**config.mk**
```make
export PLATFORM = sky130hd
export DESIGN_NAME = hit_judge
export DESIGN_NICKNAME = d
export VERILOG_FILES = /design/src/rtl/hit_judge.sv
export SDC_FILE = /design/constraint.sdc
export NUM_CORES = 1
export LEC_CHECK = 0
export CORE_MARGIN = 2
export CORE_UTILIZATION = 25
export CTS_CLUSTER_DIAMETER = 40
export CTS_CLUSTER_SIZE = 24
export DETAILED_ROUTE_END_ITERATION = 10
export GPL_ROUTABILITY_DRIVEN = 0
export MAX_ROUTING_LAYER = met4
export PLACE_DENSITY_LB_ADDON = 0.08
export REMOVE_ABC_BUFFERS = 1
export SYNTH_ARGS = -nofsm -noshare
export SYNTH_HDL_FRONTEND = slang
export SYNTH_SLANG_ARGS = --single-unit
```
**constraint.sdc**
```tcl
create_clock -name CLOCK_50 -period 2 [get_ports CLOCK_50]
set_clock_uncertainty 0.05 [all_clocks]
set_input_delay 0.2 -clock CLOCK_50 [delete_from_list [all_inputs] [get_ports CLOCK_50]]
set_output_delay 0.2 -clock CLOCK_50 [all_outputs]
set_load 0.1 [all_outputs]
```
**src/rtl/hit_judge.sv**
```systemverilog
// Whack-a-mole hit judge: tracks the lit target, judges key presses against it,
// and keeps saturating counts of hits, wrong presses and escaped targets.
module hit_judge #(
  parameter int CNT_W = 6
) (
  input  logic             CLOCK_50,
  input  logic             reset,
  input  logic             restart,
  input  logic             enable,
  input  logic [8:0]       lights,
  input  logic [3:0]       light_pos,
  input  logic             valid_key,
  input  logic [3:0]       key,
  output logic [CNT_W-1:0] score,
  output logic [CNT_W-1:0] wrong,
  output logic [CNT_W-1:0] escaped,
  output logic             hit_pulse,
  output logic             miss_pulse
);

  typedef enum logic [1:0] {
    IDLE  = 2'd0,
    ARMED = 2'd1,
    HIT   = 2'd2
  } state_t;

  localparam logic [CNT_W-1:0] ONE = CNT_W'(1);

  state_t           state_q, state_d;
  logic [CNT_W-1:0] score_q, score_d;
  logic [CNT_W-1:0] wrong_q, wrong_d;
  logic [CNT_W-1:0] escaped_q, escaped_d;
  logic             hit_q, hit_d;
  logic             miss_q, miss_d;
  logic             prev_on_q;
  logic [3:0]       prev_pos_q;

  logic on, new_tgt, key_ev, match, armed;
  logic score_inc, wrong_inc, esc_inc;

  always_comb begin
    on        = |lights;
    new_tgt   = on & (~prev_on_q | (light_pos != prev_pos_q));
    key_ev    = valid_key & enable & (key <= 4'd8);
    match     = on & (key == light_pos);
    armed     = (state_q == ARMED) | new_tgt;
    state_d   = state_q;
    score_inc = 1'b0;
    wrong_inc = 1'b0;
    esc_inc   = 1'b0;
    hit_d     = 1'b0;
    miss_d    = 1'b0;

    if (!enable) begin
      state_d = IDLE;
    end else begin
      case (state_q)
        IDLE:  if (new_tgt) state_d = ARMED;
        ARMED: begin
          if (!on) begin
            state_d = IDLE;
            esc_inc = 1'b1;
          end else if (new_tgt) begin
            esc_inc = 1'b1;
          end
        end
        HIT: begin
          if (!on)          state_d = IDLE;
          else if (new_tgt) state_d = ARMED;
        end
        default: state_d = IDLE;
      endcase

      // A hit overrides the base transition; a repeat press on an already-hit
      // target is silently absorbed; everything else is a wrong press.
      if (key_ev) begin
        if (match && armed) begin
          score_inc = 1'b1;
          hit_d     = 1'b1;
          state_d   = HIT;
        end else if (!(match && state_q == HIT)) begin
          wrong_inc = 1'b1;
          miss_d    = 1'b1;
        end
      end
    end

    score_d   = (score_inc && score_q != '1)   ? score_q + ONE   : score_q;
    wrong_d   = (wrong_inc && wrong_q != '1)   ? wrong_q + ONE   : wrong_q;
    escaped_d = (esc_inc && escaped_q != '1)   ? escaped_q + ONE : escaped_q;
  end

  always_ff @(posedge CLOCK_50 or negedge reset) begin
    if (!reset) begin
      state_q    <= IDLE;
      score_q    <= '0;
      wrong_q    <= '0;
      escaped_q  <= '0;
      hit_q      <= 1'b0;
      miss_q     <= 1'b0;
      prev_on_q  <= 1'b0;
      prev_pos_q <= '0;
    end else if (restart) begin
      state_q    <= IDLE;
      score_q    <= '0;
      wrong_q    <= '0;
      escaped_q  <= '0;
      hit_q      <= 1'b0;
      miss_q     <= 1'b0;
      prev_on_q  <= 1'b0;
      prev_pos_q <= '0;
    end else begin
      state_q    <= state_d;
      score_q    <= score_d;
      wrong_q    <= wrong_d;
      escaped_q  <= escaped_d;
      hit_q      <= hit_d;
      miss_q     <= miss_d;
      prev_on_q  <= on;
      prev_pos_q <= light_pos;
    end
  end

  assign score      = score_q;
  assign wrong      = wrong_q;
  assign escaped    = escaped_q;
  assign hit_pulse  = hit_q;
  assign miss_pulse = miss_q;

endmodule

```
==> summary.txt <==
Drt
  • Drt drc: 0
  • Total number of vias: 1428
  • Number of iterations in the first detailed-routing pass: 4
  • Violation count after the first detailed-route iteration: 58
  • WL final: 4.09 mm
  • Routed wire length per instance: 13.4 microns
  • Antenna Nets Post-Route: 0
  • Post-DR vias/cell: 4.70

STA
  • Tightest hold margin: 250 ps
  • Highest attainable clock frequency: 506 MHz
  • Setup repair after global routing missed its margin: yes
  • Final critical delay including setup and external delays: 1970 ps
  • Fin. Hold Viols: 0
  • Period utilisation layout: 98.7%
  • Final Worst Setup Slack: 25.3 ps
  • Number of slew-limit violations in the final report: 0
  • Worst relative slew slack: 75.4%
  • Final-report setup violation count: 0
  • Setup_tns: 0 ps
  • Worst Tran Pin Value: 369 ps

GRT
  • Wire length of the first global-routing pass: 7.00 mm
  • Total global routing track utilization: 12.4%
  • Grt total ovfl: 0
  • Largest net degree at the start of global routing: 38
  • Initial antenna violation count: 0
  • Number of global-route vias before repair: 1477

Synthesis
  • Synthesis Warnings: 0
  • Top flip-flop cell by instance count after synthesis: sky130_fd_sc_hd__dfrtp_1
  • Post-synthesis register bit count: 27
  • Synth async-reset ratio: 100%
  • Post-synth EDFFs: 0
  • Synthesized area: 1600 sq um
  • Count of unique library cells instantiated by Yosys: 42
  • Cells after synthesis: 162
  • Mean post-synth cell area: 9.86 sq um
  • Share of the yosys chip area belonging to registers: 42.3%

Power
  • Ratio of total power to cell area: 483 nW/um^2
  • Internal power summed over all cells: 810 uW
  • VDD IR-drop max: 0.281 mV
  • Register share of total power: 50.5%
  • Clk pwr share: 28.7%
  • Gate power share: 20.8%
  • Switching share of power: 27.7%
  • Switching power: 310 uW
  • Power, Total: 1.12 mW
  • Static Leakage: 1.05 nW

Clock tree
  • Root Buffer: sky130_fd_sc_hd__clkbuf_8
  • H-tree lvl count: 1
  • CTS clock-pin slew for the worst setup and hold paths: 90 ps
  • Number of sinks handled by clock tree synthesis: 27
  • Number of CTS-inserted buffers: 3
  • Clock buffer depth: 2
  • Source-to-sink clock delay at the later pin of the worst-skew pair: 280 ps
  • Clock tree from TritonCTS: done
  • Number of hold buffers added after CTS: 0

Setup path
  • Worst EP arrival: 2090 ps
  • Kind of launch point of the worst setup path: input port
  • Sort of element at the end of the critical path: flop
  • Data required time of the critical path: 2120 ps
  • Reg2reg end: wrong[5]$_DFFE_PN0P_
  • Type of the setup path with the least slack: in -> reg
  • Largest fanout on the critical path: 8
  • End of the critical path: wrong[5]$_DFFE_PN0P_
  • Timing startpoint of the critical path: lights[2]
  • Worst flop-to-flop path startpoint: prev_pos_q[0]$_DFF_PN0_
  • Depth of the most critical reg-to-reg path: 5
  • R2R Setup Slk: 30 ps

Placement
  • Worst setup slack before clock tree synthesis: -476 ps
  • Number of buffer cells added on primary ports: 41
  • Post-place instance area: 2220 sq um
  • Final HPWL from detailed placement: 3.09 mm
  • Cells after DPL: 299

Final layout
  • Layout overhead on the synthesized area: 45.5%
  • Ant diodes: 0
  • Most used cells in the layout excluding fill and tap cells: sky130_fd_sc_hd__buf_4, sky130_fd_sc_hd__dfrtp_1, sky130_fd_sc_hd__nor2_1
  • End-of-flow core utilization: 37.0%
  • Most common cell after layout, fill and taps aside: sky130_fd_sc_hd__buf_4
  • Post-route non-filler standard cell count: 304
  • Summed area of non-filler cells in the final layout: 2320 sq um
  • Layout cells sized above 1: 32.6%
  • Fill count: 636
  • Post-layout nets: 253

Floorplan
  • Height of the die: 83.9 microns
  • Effective utilization at floorplan: 25.4%
  • Core Box Area: 6280 sq um
  • Die width: 83.9 microns
  • Die ar.: 7040 sq um
  • Number of placed I/O pins: 42
  • # rows: 29

Run
  • Max Cap Viol: 0

Outcome
  • Status: completed

Hold path
  • Type of the most critical hold path: in -> async
[cell families after synthesis]
family	count (synthesis)	share of synthesized area, %
AND/OR/NAND/NOR	78	26.6
flip-flops	27	42.3
AO/OA/AOI/OAI	24	11.7
multiplexers	12	8.23
XOR/XNOR	9	5.88
buffers and inverters	9	2.90
adder cells (fa/ha/maj)	3	2.35
[worst max-delay path, stage by stage]
cell and delay, ps:
sky130_fd_sc_hd__clkdlybuf4s50_1 390, sky130_fd_sc_hd__nor4_1 370, sky130_fd_sc_hd__nand3_1 240, sky130_fd_sc_hd__and2_2 310, sky130_fd_sc_hd__a211oi_2 250, sky130_fd_sc_hd__mux2_1 330
[synthesized netlist by cell type, types with 3 or more instances]
cell type / number / share of area (%)
sky130_fd_sc_hd__and3_1: 6 / 2.4
sky130_fd_sc_hd__nand2_1: 6 / 1.4
sky130_fd_sc_hd__a21oi_1: 7 / 2.2
sky130_fd_sc_hd__ha_1: 3 / 2.4
sky130_fd_sc_hd__buf_2: 4 / 1.3
sky130_fd_sc_hd__xor2_1: 5 / 2.7
sky130_fd_sc_hd__nand3_1: 12 / 3.8
sky130_fd_sc_hd__mux2_2: 3 / 2.1
sky130_fd_sc_hd__or4_1: 4 / 1.9
sky130_fd_sc_hd__mux2_1: 6 / 4.2
sky130_fd_sc_hd__nor3_1: 5 / 1.6
sky130_fd_sc_hd__mux2i_1: 3 / 1.9
sky130_fd_sc_hd__nand2b_1: 5 / 2.0
sky130_fd_sc_hd__dfrtp_1: 27 / 42
sky130_fd_sc_hd__nor2_1: 17 / 4.0
sky130_fd_sc_hd__nor2b_1: 14 / 5.5
[per-layer routing]
metal	GRT usage, %	vias up	wire length (microns)
met5	-	-	0
met4	1.76	0	21
met3	2.87	4	165
met2	20.9	32	2000
met1	15.5	683	1900
li1	-	709	-
[worst min-delay path by stage]
stage | to | slack (ps) | depth (start not counted)
after CTS | prev_pos_q[1]$_DFF_PN0_ | 260 | 2
after global placement | escaped[5]$_DFFE_PN0P_ | 510 | 2
after global routing | prev_pos_q[1]$_DFF_PN0_ | 260 | 3
after detailed placement | escaped[1]$_DFFE_PN0P_ | 550 | 2
after floorplan | escaped[0]$_DFFE_PN0P_ | -150 | 0
final | prev_pos_q[1]$_DFF_PN0_ | 250 | 2
[power by group through the flow]
stage / combinational, mW / sequential (mW) / clock (mW)
after floorplan: 0.0682 / 0.604 / 0
final: 0.234 / 0.565 / 0.321
after global routing: 0.255 / 0.567 / 0.358
after detailed placement: 0.232 / 0.575 / 0
after global placement: 0.229 / 0.575 / 0
after CTS: 0.233 / 0.566 / 0.338
[registers in the layout, summed over array words and instances (netlist names)]
| name | cells |
|---|---|
| escaped | 6 |
| score | 6 |
| wrong | 6 |
| prev_pos_q | 4 |
| state_q | 2 |
| hit_pulse | 1 |
| miss_pulse | 1 |
| prev_on_q | 1 |
[timing repair]
action                                  CTS  global route
endpoints found under the setup margin   10             7
gates resized for setup                  14             9
buffers inserted                          0             1
pin swaps                                 4             3
[area by class of cell]
cell class                      count  area [sq um]  area share, %
Multi-Input combinational cell    126           927           39.9
Sequential cell                    27           676           29.1
Timing Repair Buffer               68           571           24.6
Tap cell                           77          96.3           4.15
Clock buffer                        4          45.0           1.94
Inverter                            2          7.51          0.323
(Power assumes the default switching activity.)
==> variant 1 (same flow settings) <==
Encoding of `state_t`: now one-hot (3 bits for 3 states).
--- a/src/rtl/hit_judge.sv
+++ b/src/rtl/hit_judge.sv
@@ -18,10 +18,10 @@
   output logic             miss_pulse
 );
 
-  typedef enum logic [1:0] {
-    IDLE  = 2'd0,
-    ARMED = 2'd1,
-    HIT   = 2'd2
+  typedef enum logic [2:0] {
+    IDLE  = 3'b001,
+    ARMED = 3'b010,
+    HIT   = 3'b100
   } state_t;
 
   localparam logic [CNT_W-1:0] ONE = CNT_W'(1);
Formal check against the unedited RTL: no difference found for any inputs over 10 cycles, from zero or initial values and one cycle with reset low; not proved beyond that.
==> variant 1 against the unedited design <==
- global-route usage grew 0.35 points
- die area grew 1.9%
- wire length grew 5.2%
- sequential cell count grew 1
- setup slack gained 0.054 ns
- area after synthesis grew 2.0%
- total power grew 12%
- hold slack lost 0.00098 ns
- design area shrank 0.70%
- critical endpoint is now score[0]$_DFFE_PN0P_
==> variant 1: results (changes against the unedited design) <==
- Worst reg2reg path startpoint: state_q[0]$_DFF_PN1_
- R2R Setup Slk: 0.12 ns (+0.09 ns)
- P_leak: 0.001019 uW (-3.4%)
- Status: finished, final reports clean
- Antenna diodes: 0 (unchanged)
- # fillers: 670 (+5.3%)
- Worst-Margin Slew: 0.3856 ns (+0.01615 ns)
- Critical path peak fanout: 5 (-3)
- Clock network area share: 0.03093 (+0.01153)
- Reg-to-reg endpoint: wrong[3]$_DFFE_PN0P_
- Detailed Route Iter0 Violations: 67 (+16%)
- Post-synth cell types: 41 (-2.4%)
- Layout cells sized above 1: 0.2643 (-0.06167)
- Crit path launch: light_pos[1]
- PortBufs: 41 (unchanged)
- Layout non-clock buf frac: 0.2214 (-0.02431)
- Clock Latency Late Sink: 0.28 ns (about the same)
- Max VDD drop: 0.3059 mV (+8.8%)
- All-Layer GR Usage: 0.1273 (+0.003543)
- CP delay by family, top: simple AND/OR/NAND/NOR gates
- Post-route setup slack: 0.07944 ns (+0.05415 ns)
- Most frequent cells after synthesis: dfrtp_1, nor2_1, nand2_1
- FFs & Latches: 28 (+3.7%)
- Via count: 1503 (+5.3%)
- Worst setup endpoint: score[0]$_DFFE_PN0P_
- WP data arrival: 2.04 ns (-0.05 ns)
- Sequential area share after synthesis: 0.4312 (+0.008009)
- Area occupied by multi-input gates: 910.9 um2 (-1.8%)
- Synth top area cells: dfrtp_1, nor2b_1, and3_1, nor2_1, xnor2_1
- Clock Pin Slew Worst Setup and Hold Paths: 0.11 ns (+0.02 ns)
- Pin count of the biggest net entering global routing: 29 (-24%)
- Clock buffers: 3 (-1)
- Resized Gates After CTS: 0 (-14)
- First-pass GRT wire length: 7155 um (+2.3%)
- Multi-input gate count: 130 (+3.2%)
- CP peak stage delay: 0.46 ns (+0.07 ns)
- Worst r2r path cells: 5 (unchanged)
- Final WL: 4299 um (+5.2%)
==> variant 1: power breakdown <==
group	total [uW]	internal, uW	switching [uW]
Sequential	588	578	9.71
Combinational	209	97.7	112
Clock	459	268	190
==> variant 1: stage by stage <==
| step | cells | instance area [um2] | hold slack [ns] | TNS, ns |
|---|---|---|---|---|
| after floorplan | 162 | 1612 | -0.1456 | -2.265 |
| after global placement | 300 | 2218 | 0.4848 | -2.084 |
| after detailed placement | 300 | 2218 | 0.4740 | -2.527 |
| after CTS | 304 | 2290 | 0.2656 | 0 |
| after global routing | 304 | 2306 | 0.2775 | -0.002200 |
| final | 304 | 2306 | 0.2492 | 0 |
==> variant 1: layer usage <==
metal | vias to the layer above | share of wire | GRT usage
met3 | 5 | 0.035 | 0.02163
met2 | 34 | 0.48 | 0.2026
met1 | 736 | 0.47 | 0.1654
met5 | - | 0 | -
li1 | 728 | - | -
met4 | 0 | 0.012 | 0.04040
==> variant 1: worst register-to-register path: cells and delay by family (launching register included) <==
| kind | cells | cell delay [ns] |
|---|---|---|
| AOI/OAI and AO/OA | 1 | 0.26 |
| DFF | 1 | 0.58 |
| muxes | 1 | 0.29 |
| and+or+nand+nor | 3 | 0.59 |
==> variant 1: cells by family (layout without fill, tap and decap cells) <==
| kind of cell | count (synthesis) | in the layout | synth area share |
|---|---|---|---|
| compound gates | 27 | 27 | 0.1222 |
| xor+xnor | 11 | 11 | 0.05918 |
| fa+ha+maj | 3 | 3 | 0.02306 |
| buf+inv | 8 | 69 | 0.01921 |
| flops | 28 | 28 | 0.4312 |
| mux | 8 | 8 | 0.06072 |
| simple gates | 81 | 81 | 0.2844 |
==> variant 2 (config.mk and constraints unchanged) <==
Without the edit above. Change the parameter `CNT_W` from 6 to 3.
--- a/src/rtl/hit_judge.sv
+++ b/src/rtl/hit_judge.sv
@@ -1,7 +1,7 @@
 // Whack-a-mole hit judge: tracks the lit target, judges key presses against it,
 // and keeps saturating counts of hits, wrong presses and escaped targets.
 module hit_judge #(
-  parameter int CNT_W = 6
+  parameter int CNT_W = 3
 ) (
   input  logic             CLOCK_50,
   input  logic             reset,
Interface: changed (resized escaped, score and wrong); port bits go from 42 to 33. The function was not compared with the original's and may differ.
==> variant 2 against the unedited design <==
- wire length fell by 44%
- setup slack improved by 0.13 ns
- first-iteration DRC count shrank 78%
- total power decreased by 24%
- non-clock buffer count down 26
- core utilization rose by 0.66 points
- sequential cell count shrank 9
- largest cell class unchanged
- design area fell by 36%
- area after synthesis shrank 36%
==> variant 2: results (changes against the unedited design) <==
- Detailed Route Iter0 Violations: 13 (-78%)
- P_leak: 0.0006864 uW (-35%)
- Resized Gates After CTS: 0 (-14)
- Crit path launch: light_pos[2]
- Critical path peak fanout: 3 (-5)
- Predominant post-synthesis flop cell: dfrtp_1
- WHS: 0.2149 ns (-0.03533 ns)
- Post-synth cell types: 27 (-36%)
- Root Driver: clkbuf_8
- Slew Limit Headroom: 0.7052 (-0.04850)
- Post-route insts no fill: 188 (-38%)
- Clock Latency Late Sink: 0.26 ns (-0.02 ns)
- Placed instance count: 184 (-38%)
- Synth top area cells: dfrtp_1, ha_1, nand2b_1, xor2_1, nor2b_1
- Layout cells sized above 1: 0.2101 (-0.1158)
- Clk buf depth: 2 (unchanged)
- Via count: 830 (-42%)
- WP data arrival: 1.94 ns (-0.15 ns)
- Number of nets in the layout: 167 (-34%)
- Max VDD drop: 0.2808 mV (-0.13%)
- Worst r2r path cells: 5 (unchanged)
- R2R Setup Slk: 0.23 ns (+0.20 ns)
- Clock Pin Slew Worst Setup and Hold Paths: 0.07 ns (-0.02 ns)
- DR WL/cell: 12.16 um (-9.6%)
- Switching portion of total power: 0.2659 (-0.01094)
- Final HPWL DP: 1795 um (-42%)
- Most frequent cells after synthesis: dfrtp_1, nand2b_1, nor2_1, nor2b_1
- Sequential area share after synthesis: 0.4428 (+0.01961)
- CP peak stage delay: 0.46 ns (+0.07 ns)
- Worst reg2reg path startpoint: prev_pos_q[1]$_DFF_PN0_
- All-Layer GR Usage: 0.1173 (-0.006480)
- First-pass GRT wire length: 3829 um (-45%)
- Reg-to-reg endpoint: score[0]$_DFFE_PN0P_
- Pin count of the biggest net entering global routing: 19 (-50%)
- Status: finished, final reports clean
- Synth Instances: 94 (-42%)
- PortBufs: 32 (-22%)
- Vias in the first global route: 902 (-39%)
- # fillers: 403 (-37%)
variant 2: changes by cell type after synthesis, moves of 5 or more:
cell	before	now
nor2b_1	14	8
nor2_1	17	8
mux2_1	6	1
dfrtp_1	27	18
a21oi_1	7	1
nand3_1	12	4
variant 2: worst min-delay path by stage:
stage                      startpoint                     end  cells past startpoint
3_3_place_gp   escaped[2]$_DFFE_PN0P_  escaped[2]$_DFFE_PN0P_                      2
3_5_place_dp   escaped[2]$_DFFE_PN0P_  escaped[2]$_DFFE_PN0P_                      2
6_report                        reset  escaped[0]$_DFFE_PN0P_                      2
2_1_floorplan                   reset  escaped[0]$_DFFE_PN0P_                      0
4_1_cts                         reset  escaped[0]$_DFFE_PN0P_                      2
5_1_grt                         reset  escaped[0]$_DFFE_PN0P_                      2
variant 2: stage by stage:
step	setup WS [ns]	TNS, ns	instance area [um2]
6_report	0.1533	0	1495
3_3_place_gp	-0.1061	-0.4170	1440
4_1_cts	0.1544	0	1495
5_1_grt	0.05545	0	1495
2_1_floorplan	-0.06816	-0.06816	1010
3_5_place_dp	-0.1244	-0.4985	1440
variant 2: power by group through the flow:
stage	Clock [uW]	Combinational (uW)	Sequential, uW
2_1_floorplan	0	52.0	418
3_3_place_gp	0	171	389
3_5_place_dp	0	172	389
4_1_cts	322	172	382
5_1_grt	343	184	383
6_report	305	170	382
variant 2: cells by family (layout without fill, tap and decap cells):
logic type | Yosys count | after routing | share of synthesized area
AOI/OAI and AO/OA | 9 | 9 | 0.07749
xor gates and xnor gates | 9 | 9 | 0.07750
adders and majority gates | 6 | 6 | 0.07380
buffers and inverters | 3 | 47 | 0.01107
DFF | 18 | 18 | 0.4428
muxes | 5 | 5 | 0.05043
and+or+nand+nor | 44 | 44 | 0.2669
variant 2: layout make-up:
cell class	count	area, um2	share of cell area
Sequential cell	18	450.4	0.3013
Tap cell	50	62.56	0.04184
Inverter	1	3.754	0.002510
Multi-Input combinational cell	73	555.5	0.3715
Clock buffer	4	55.05	0.03682
Timing Repair Buffer	42	367.9	0.2460
variant 2: per-layer routing:
layer	up-vias	track usage	routed length (um)
li1	422	-	-
met5	-	-	0
met2	22	0.1949	1080
met3	4	0.02000	120
met4	0	0.05250	34
met1	382	0.1386	1051
variant 2: worst register-to-register path, delay by kind of cell, from the launching register on:
family / cells / cell delay [ns]
DFF: 1 / 0.38
xor gates and xnor gates: 1 / 0.18
muxes: 1 / 0.31
and+or+nand+nor: 2 / 0.26
AOI/OAI and AO/OA: 1 / 0.47
